## config.mk

```make
export PLATFORM = sky130hd
export DESIGN_NAME = block_unpad_words
export DESIGN_NICKNAME = d
export VERILOG_FILES = /design/src/rtl/block_unpad_words.sv
export SDC_FILE = /design/constraint.sdc
export NUM_CORES = 1
export LEC_CHECK = 0
export ABC_AREA = 1
export ABC_CLOCK_PERIOD_IN_PS = 5700
export CAP_MARGIN = 30
export CORE_MARGIN = 4
export CORE_UTILIZATION = 48
export CTS_BUF_LIST = sky130_fd_sc_hd__clkbuf_4
export DETAILED_ROUTE_END_ITERATION = 10
export PLACE_DENSITY = 0.8
export SLEW_MARGIN = 10
export SYNTH_ARGS = -nofsm -noshare
export SYNTH_HDL_FRONTEND = slang
export SYNTH_SLANG_ARGS = --single-unit
```

## constraint.sdc

```tcl
create_clock -name clk -period 5.7 [get_ports clk]
set_clock_uncertainty 0.15 [all_clocks]
set_input_delay 1.14 -clock clk [delete_from_list [all_inputs] [get_ports clk]]
set_output_delay 1.14 -clock clk [all_outputs]
set_load 0.05 [all_outputs]
```

## src/rtl/block_unpad_words.sv

```systemverilog
`default_nettype none
// ============================================================================
// Module   : block_unpad_words
// Purpose  : Decrypt-side output adapter. Takes 128-bit plaintext blocks,
//            emits 32-bit words with byte-keep and last markers, and strips
//            PKCS#7 padding from the final block of a message.
// Config   : UNPAD_CHECK_EN - when defined, every trailing pad byte must
//            equal the pad value n. Otherwise only 1 <= n <= 16 is checked.
// Revision : 1.0 - initial release
// ============================================================================
module block_unpad_words (
    input  logic         clk,
    input  logic         rst,
    input  logic         block_valid,
    output logic         block_ready,
    input  logic [127:0] block,
    input  logic         block_last,
    output logic         word_valid,
    input  logic         word_ready,
    output logic [31:0]  word,
    output logic [3:0]   word_keep,
    output logic         word_last,
    output logic         pad_err,
    output logic         empty
);

    localparam logic [1:0] c_IDX_LAST = 2'd3;
    localparam logic [3:0] c_KEEP_ALL = 4'b1111;

    // Holding register
    logic [127:0] r_block;
    logic [1:0]   r_idx;
    logic [1:0]   r_nwords_m1;
    logic         r_last_flag;
    logic [3:0]   r_last_keep;
    logic         r_word_valid;
    logic         r_pad_err;

    // Pad decode of the incoming block
    logic [7:0]   w_pad_n;
    logic         w_range_ok;
    logic         w_tail_ok;
    logic         w_pad_ok;
    logic [1:0]   w_payload_lo;

    // Values loaded into the holding register on accept
    logic [1:0]   w_load_nwords_m1;
    logic [3:0]   w_load_last_keep;
    logic         w_load_last_flag;
    logic         w_pad_bad;

    logic         w_final;
    logic         w_accept;
    logic         w_handshake;

    assign w_pad_n    = block[7:0];
    assign w_range_ok = (w_pad_n != 8'd0) && (w_pad_n <= 8'd16);
    assign w_pad_ok   = w_range_ok & w_tail_ok;
    // p = 16 - n, so p mod 4 is simply (-n) mod 4.
    assign w_payload_lo = 2'd0 - w_pad_n[1:0];

    // Tail check: trailing n bytes must all equal n (only when enabled)
    always_comb begin
        w_tail_ok = 1'b1;
`ifdef UNPAD_CHECK_EN
        for (int i = 0; i < 16; i++) begin
            if (8'(i) < w_pad_n && block[8*i +: 8] != w_pad_n) begin
                w_tail_ok = 1'b0;
            end
        end
`endif
    end

    // Accept-time word count, final keep and last marker for the block
    always_comb begin
        w_load_nwords_m1 = c_IDX_LAST;
        w_load_last_keep = c_KEEP_ALL;
        w_load_last_flag = block_last;
        w_pad_bad        = 1'b0;
        if (block_last) begin
            if (w_pad_ok) begin
                if (w_pad_n == 8'd16) begin
                    // Zero-byte payload: one empty terminating word.
                    w_load_nwords_m1 = 2'd0;
                    w_load_last_keep = 4'b0000;
                end else begin
                    // nwords - 1 = (p - 1) / 4 = (15 - n) / 4 for n in 1..15.
                    w_load_nwords_m1 = ~w_pad_n[3:2];
                    case (w_payload_lo)
                        2'd1:    w_load_last_keep = 4'b1000;
                        2'd2:    w_load_last_keep = 4'b1100;
                        2'd3:    w_load_last_keep = 4'b1110;
                        default: w_load_last_keep = c_KEEP_ALL;
                    endcase
                end
            end else begin
                // Bad padding: pass the whole block through untouched.
                w_pad_bad = 1'b1;
            end
        end
    end

    assign w_final     = (r_idx == r_nwords_m1);
    assign block_ready = !r_word_valid | (r_word_valid & word_ready & w_final);
    assign w_accept    = block_valid & block_ready;
    assign w_handshake = r_word_valid & word_ready;

    // Control state: word pointer, valid flag and sticky pad error
    always_ff @(posedge clk) begin
        if (rst) begin
            r_idx        <= 2'd0;
            r_word_valid <= 1'b0;
            r_pad_err    <= 1'b0;
            r_last_flag  <= 1'b0;
        end else begin
            if (w_accept) begin
                r_idx        <= 2'd0;
                r_word_valid <= 1'b1;
                r_last_flag  <= w_load_last_flag;
                if (w_pad_bad) begin
                    r_pad_err <= 1'b1;
                end
            end else if (w_handshake) begin
                if (w_final) begin
                    r_word_valid <= 1'b0;
                end else begin
                    r_idx <= r_idx + 2'd1;
                end
            end
        end
    end

    // Block data and framing; left untouched by reset since never emitted then
    always_ff @(posedge clk) begin
        if (w_accept) begin
            r_block     <= block;
            r_nwords_m1 <= w_load_nwords_m1;
            r_last_keep <= w_load_last_keep;
        end
    end

    // Output word selection, forced to zero while nothing is held
    always_comb begin
        word      = 32'd0;
        word_keep = 4'b0000;
        word_last = 1'b0;
        if (r_word_valid) begin
            case (r_idx)
                2'd0:    word = r_block[127:96];
                2'd1:    word = r_block[95:64];
                2'd2:    word = r_block[63:32];
                default: word = r_block[31:0];
            endcase
            word_keep = w_final ? r_last_keep : c_KEEP_ALL;
            word_last = w_final & r_last_flag;
        end
    end

    assign word_valid = r_word_valid;
    assign empty      = !r_word_valid;
    assign pad_err    = r_pad_err;

endmodule
`default_nettype wire

```

==> impl_results.md, run 1 <==
* Synth cell types at 23
* Crit end category: output port
* Buffers on Ports at 173
* Nets at 714
* WP data arrival at 3270 ps
* Hold-fix buffers, CTS at 0
* Maximum vdd ir drop at 0.188 mV
* Hold Vio Cnt, Final at 0
* H-tree Lvls at 4
* # setup viols final at 0
* Launch point of the worst reg-to-reg path: r_idx[1]
* Register-to-Register Path Depth at 8
* Syn avg cell area at 13.6 um^2
* GRT Util Overall at 0.212
* Gate count of the mapped netlist at 397
* Largest net degree at the start of global routing at 52
* R2R Setup Slk at 3090 ps
* CTS root buffer: clkbuf_4
* Antenna violations before repair at 0
* P&R area growth vs syn at 40.2%
* Clock Sinks at 139
* Max_cap viols at 0
* DP HPWL at 9140 um
* Initial Util at 0.495
* Vias per cell at 5.32
* CP cell instances: inv_1 > ha_1 > buf_4 > a21oi_1 > a31oi_1 > clkdlybuf4s50_1
* Post-CTS setup buffer count at 0
* Clk slew on worst S/H paths at 100 ps
* Post-layout min period at 4560 ps
* Post-Synthesis Net Count at 534
* Ys Warns at 0
* Latest clock arrival within the worst-skew pair at 510 ps
* Grt ovf at 0
* Total wire length at 13500 um
* First-pass GRT wire length at 20500 um
* Worst rel slew slack at 0.432
* Hold Startpoint: pad_err
* Leakage at 0.00260 uW
* Fin cells at 730
* Die area at 13000 um^2
* DR iter-0 viols at 267
* Slew @ Worst Pin at 852 ps
* I/O pin cnt at 174
* PwrDens at 291 nW/um^2
* Final Slew Violations at 0
* CP startpoint kind: register
* DRC errors left at 0
* Outcome: complete, no violations
* FF-to-FF End: r_block[18]
* Antenna-violating nets left at 0
* Longest Clk Path Bufs at 2
* Vias in the first global route at 4087
* Ant diodes at 0
* Flops & latches, synth at 139
* CTS Buf Count at 17
* Row Count at 38
* Setup TNS at 0 ps
* Post-synthesis cell area at 5390 um^2
* Period Utilization, post-route at 0.801
* Placed cells at 698
* Hold endpoint: pad_err
* Crit path max fanout at 17
* Seq/Total Area, Yosys at 0.766
* Crit path required time at 4410 ps
* Worst stage delay on the critical path at 850 ps
* TritonCTS clock tree: yes
* Max Fclk at 0.219 GHz
* Via count at 3882
* Chip height at 114 um
* Slowest-stage cell, CP: clkdlybuf4s50_1
* RePlAce Congestion at 0.816
* Hold Path Class: register to register
* CORE AREA at 10900 um^2
* Layout cell share with drive strength beyond 1 at 0.0814
* Unrepaired setup endpoints after global routing: false
* DR WL/cell at 18.5 um
* WS Path Type: register to output port
* Pre-antenna DRT Iters at 5
* Post-cts sizing count at 0
* Chip Width at 114 um
* Worst hold path cell count at 2
power by group:
group	leakage, uW	switching [uW]	internal (uW)	total, uW
Clock	0.000146	343	302	644
Combinational	0.00115	190	141	330
Sequential	0.00130	18.5	1200	1220
Total	0.00260	551	1650	2200
cell usage after synthesis:
cell | count | area (um^2)
a21oi_1 | 33 | 165
a31oi_1 | 32 | 200
buf_4 | 1 | 7.51
inv_2 | 2 | 7.51
nor2_4 | 1 | 11.3
nand3_2 | 2 | 20.0
nand4_1 | 1 | 6.26
edfxtp_1 | 134 | 4020
clkbuf_1 | 12 | 45.0
buf_6 | 2 | 22.5
nand2_1 | 92 | 345
nor2_2 | 1 | 6.26
nor2_1 | 6 | 22.5
o21ai_0 | 33 | 165
or2_1 | 1 | 6.26
nand3_1 | 6 | 30.0
nand2_2 | 5 | 31.3
dfxtp_1 | 5 | 100
buf_2 | 5 | 25.0
nor4_4 | 1 | 21.3
o21ai_1 | 4 | 20.0
ha_1 | 4 | 50.1
inv_1 | 14 | 52.6
cells in the final DEF (no fill, tap or decap):
master	n
inv_1	13
nor2_4	1
nand4_1	1
nor2_1	6
clkdlybuf4s50_1	173
buf_4	7
nand2_2	5
o21ai_0	33
o21ai_1	4
inv_2	2
nand3_2	2
a21oi_1	33
edfxtp_1	134
nor2_2	1
clkbuf_4	18
clkinvlp_4	3
inv_4	1
nand3_1	6
nor4_4	1
clkinv_1	5
dfxtp_1	5
or2_1	1
nand2_1	92
buf_8	1
bufinv_16	3
clkinv_2	1
a31oi_1	32
clkinv_4	2
ha_1	4
worst max-delay path by stage:
stage	startpoint	to	slack (ps)	cells past startpoint
global placement	r_idx[1]	word[10]	1750	6
detailed placement	word_ready	block_ready	1730	4
global route	r_idx[1]	word[8]	950	6
floorplan	word_ready	r_block[0]	1110	3
finish	r_idx[1]	word[8]	1140	6
CTS	r_idx[1]	word[8]	1080	6
routing by layer:
metal	share of wire	track usage
met4	0.026	0.101
met3	0.081	0.0711
met1	0.36	0.238
met2	0.53	0.363
met5	0	0
final cells by class:
class                      count  area [um^2]
fill                         799         3340
multi-input combinational    222         1100
sequential                   139         4120
inverter                      16         62.6
timing repair buffer         181         1800
clock inverter                14          154
clock buffer                  18          135
tap                          140          175
flip-flops by register name, summed over array words and instances (netlist names):
register / cells
pad_err: 1
r_last_keep: 4
word_valid: 1
r_last_flag: 1
r_nwords_m1: 2
r_block: 128
r_idx: 2
worst max-delay path: cells and delay by family (launching register included):
family,cells,cell delay [ps]
buf+inv,3,1330
compound gates,2,330
fa+ha+maj,1,720
flops,1,370
logic make-up after synthesis:
family                     Yosys count  synth area share
DFF                                139             0.766
and+or+nand+nor                    116            0.0929
AOI/OAI and AO/OA                  102             0.102
buffers and inverters               36            0.0297
adders and majority gates            4           0.00929
metrics by stage:
step | power, uW | hold slack (ps) | utilization | cell area [um^2] | worst slack, ps
after global placement | 1570 | 291 | 0.666 | 7250 | 1750
final | 2200 | 322 | 0.694 | 7550 | 1140
after global routing | 2290 | 356 | 0.694 | 7550 | 952
after CTS | 2210 | 322 | 0.694 | 7550 | 1080
after detailed placement | 1580 | 305 | 0.667 | 7260 | 1730
after floorplan | 1410 | 295 | - | 5390 | 1110
Power figures use the tool's default switching activity.
==> run 2, diff against run 1 <==
Settings changed: ABC_CLOCK_PERIOD_IN_PS 5700 to 4600.
Clock period 5.7 ns to 4.6 ns, I/O delays scaled along.
==> run 2 against run 1 <==
Sequential share of layout area rose by 0.78 points. Setup slack got worse by 260 ps. Sequential power rose by 25%. Global-route usage fell by 0.71 points. First-iteration DRC count rose by 13%. Critical path depth did not move. Critical endpoint is now word[19].
==> impl_results.md, run 2 (same netlist as run 1, synthesis figures left out) <==
* Outcome: complete, no violations
* Fin cells at 730
* Unrepaired setup endpoints after global routing: false
* Most used cell, CP: buf_4
* Worst stage delay on the critical path at 700 ps
* CTS Buf Count at 17
* Total wire length at 13100 um
* Chip height at 114 um
* Most common cell after layout, fill and taps aside: clkdlybuf4s50_1
* Post-CTS setup buffer count at 0
* Worst rel slew slack at 0.415
* Post-layout min period at 3720 ps
* TritonCTS clock tree: yes
* Slowest-stage cell, CP: ha_1
* Total Power at 2640 uW
* Ant diodes at 0
* Clk slew on worst S/H paths at 110 ps
* DR WL/cell at 17.9 um
* CP bufs+invs at 3
* Most frequent cells in the layout: 141 x clkdlybuf4s50_1, 134 x edfxtp_1, 92 x nand2_1
* Nets at 716
* Hold Path Class: register to register
* Period Utilization, post-route at 0.809
* CORE AREA at 10900 um^2
* Grt ovf at 0
* DR iter-0 viols at 301
* RePlAce Congestion at 0.782
* Via count at 3837
* Row Count at 38
* Fill count at 779
* Largest net degree at the start of global routing at 61
* Dpl cell area at 7180 um^2
* Clock Sinks at 139
* Design Area, Final at 7440 um^2
* Post-cts sizing count at 0
* Initial Util at 0.495
* Placed cells at 699
* Crit path required time at 3530 ps
* H-tree Lvls at 4
* Pre-antenna DRT Iters at 5
* Die area at 13000 um^2
* First-pass GRT wire length at 20100 um
* GRT Util Overall at 0.205
* Crit path max fanout at 19
* Maximum vdd ir drop at 0.206 mV
* Antenna violations before repair at 0
* Final Slew Violations at 0
* Max Fclk at 0.269 GHz
* Vias per cell at 5.26
* Antenna-violating nets left at 0
* Layout cell share with drive strength beyond 1 at 0.137
* Max_cap viols at 0
* CP startpoint kind: register
* I/O pin cnt at 174
* Vias in the first global route at 3979
* WS Path Type: register to output port
* DP HPWL at 9030 um
* Regs by FF count: r_block x128, r_last_keep x4
* PwrDens at 354 nW/um^2
* CP cell instances: inv_1 > ha_1 > buf_4 > nand2_1 > a31oi_1 > buf_4
* Slew @ Worst Pin at 876 ps
* Buffers on Ports at 173
* # setup viols final at 0
* Largest reg by FF count: r_block
* Setup TNS at 0 ps
* CTS root buffer: clkbuf_4
* Chip Width at 114 um
* Hold-fix buffers, CTS at 0
* Latest clock arrival within the worst-skew pair at 510 ps
* WP data arrival at 2650 ps
* Crit end category: output port
* Largest register FFs at 128
* DRC errors left at 0
* P&R area growth vs syn at 38.2%
* CP top delay family: buffers and inverters
* Longest Clk Path Bufs at 2
* Hold Vio Cnt, Final at 0
* Leakage at 0.00266 uW
[run 2: final timing paths]
| path | start | to | slack [ps] | depth (start not counted) |
|---|---|---|---|---|
| max | r_idx[1] | word[19] | 880 | 6 |
| min | pad_err | pad_err | 320 | 2 |
| max reg2reg | word_valid | r_block[100] | 2040 | 4 |
| min reg2reg | pad_err | pad_err | 320 | 2 |
[run 2: final cells by class]
type                            instances  area (um^2)  area share
Clock inverter                         11          105      0.0141
Sequential cell                       139         4120       0.554
Tap cell                              140          175      0.0235
Inverter                               16         62.6     0.00840
Clock buffer                           19          143      0.0192
Multi-Input combinational cell        222         1100       0.148
Timing Repair Buffer                  183         1730       0.233
[run 2: per-layer routing]
layer  up-vias  global-route usage  part of all wire
met4         0              0.0776             0.018
li1       1819                   -                 -
met3        17              0.0589             0.068
met1      1859               0.244              0.39
met5         -                   0                 0
met2       142               0.353              0.52
[run 2: worst reg2reg max path, stage by stage (launching register included)]
cell and delay [ps]:
dfxtp_1 610, nand2_2 270, nand3_2 160, inv_4 580, buf_4 460
[run 2: per-stage QoR]
stage	hold WS (ps)	util	setup WS, ps
CTS	322	0.682	811
detailed placement	306	0.660	1070
floorplan	295	-	231
finish	320	0.684	880
global route	357	0.684	712
global placement	293	0.660	1090
[run 2: power by group]
group	switching [uW]	internal, uW
logic	230	169
registers	28.6	1490
clock network	398	318
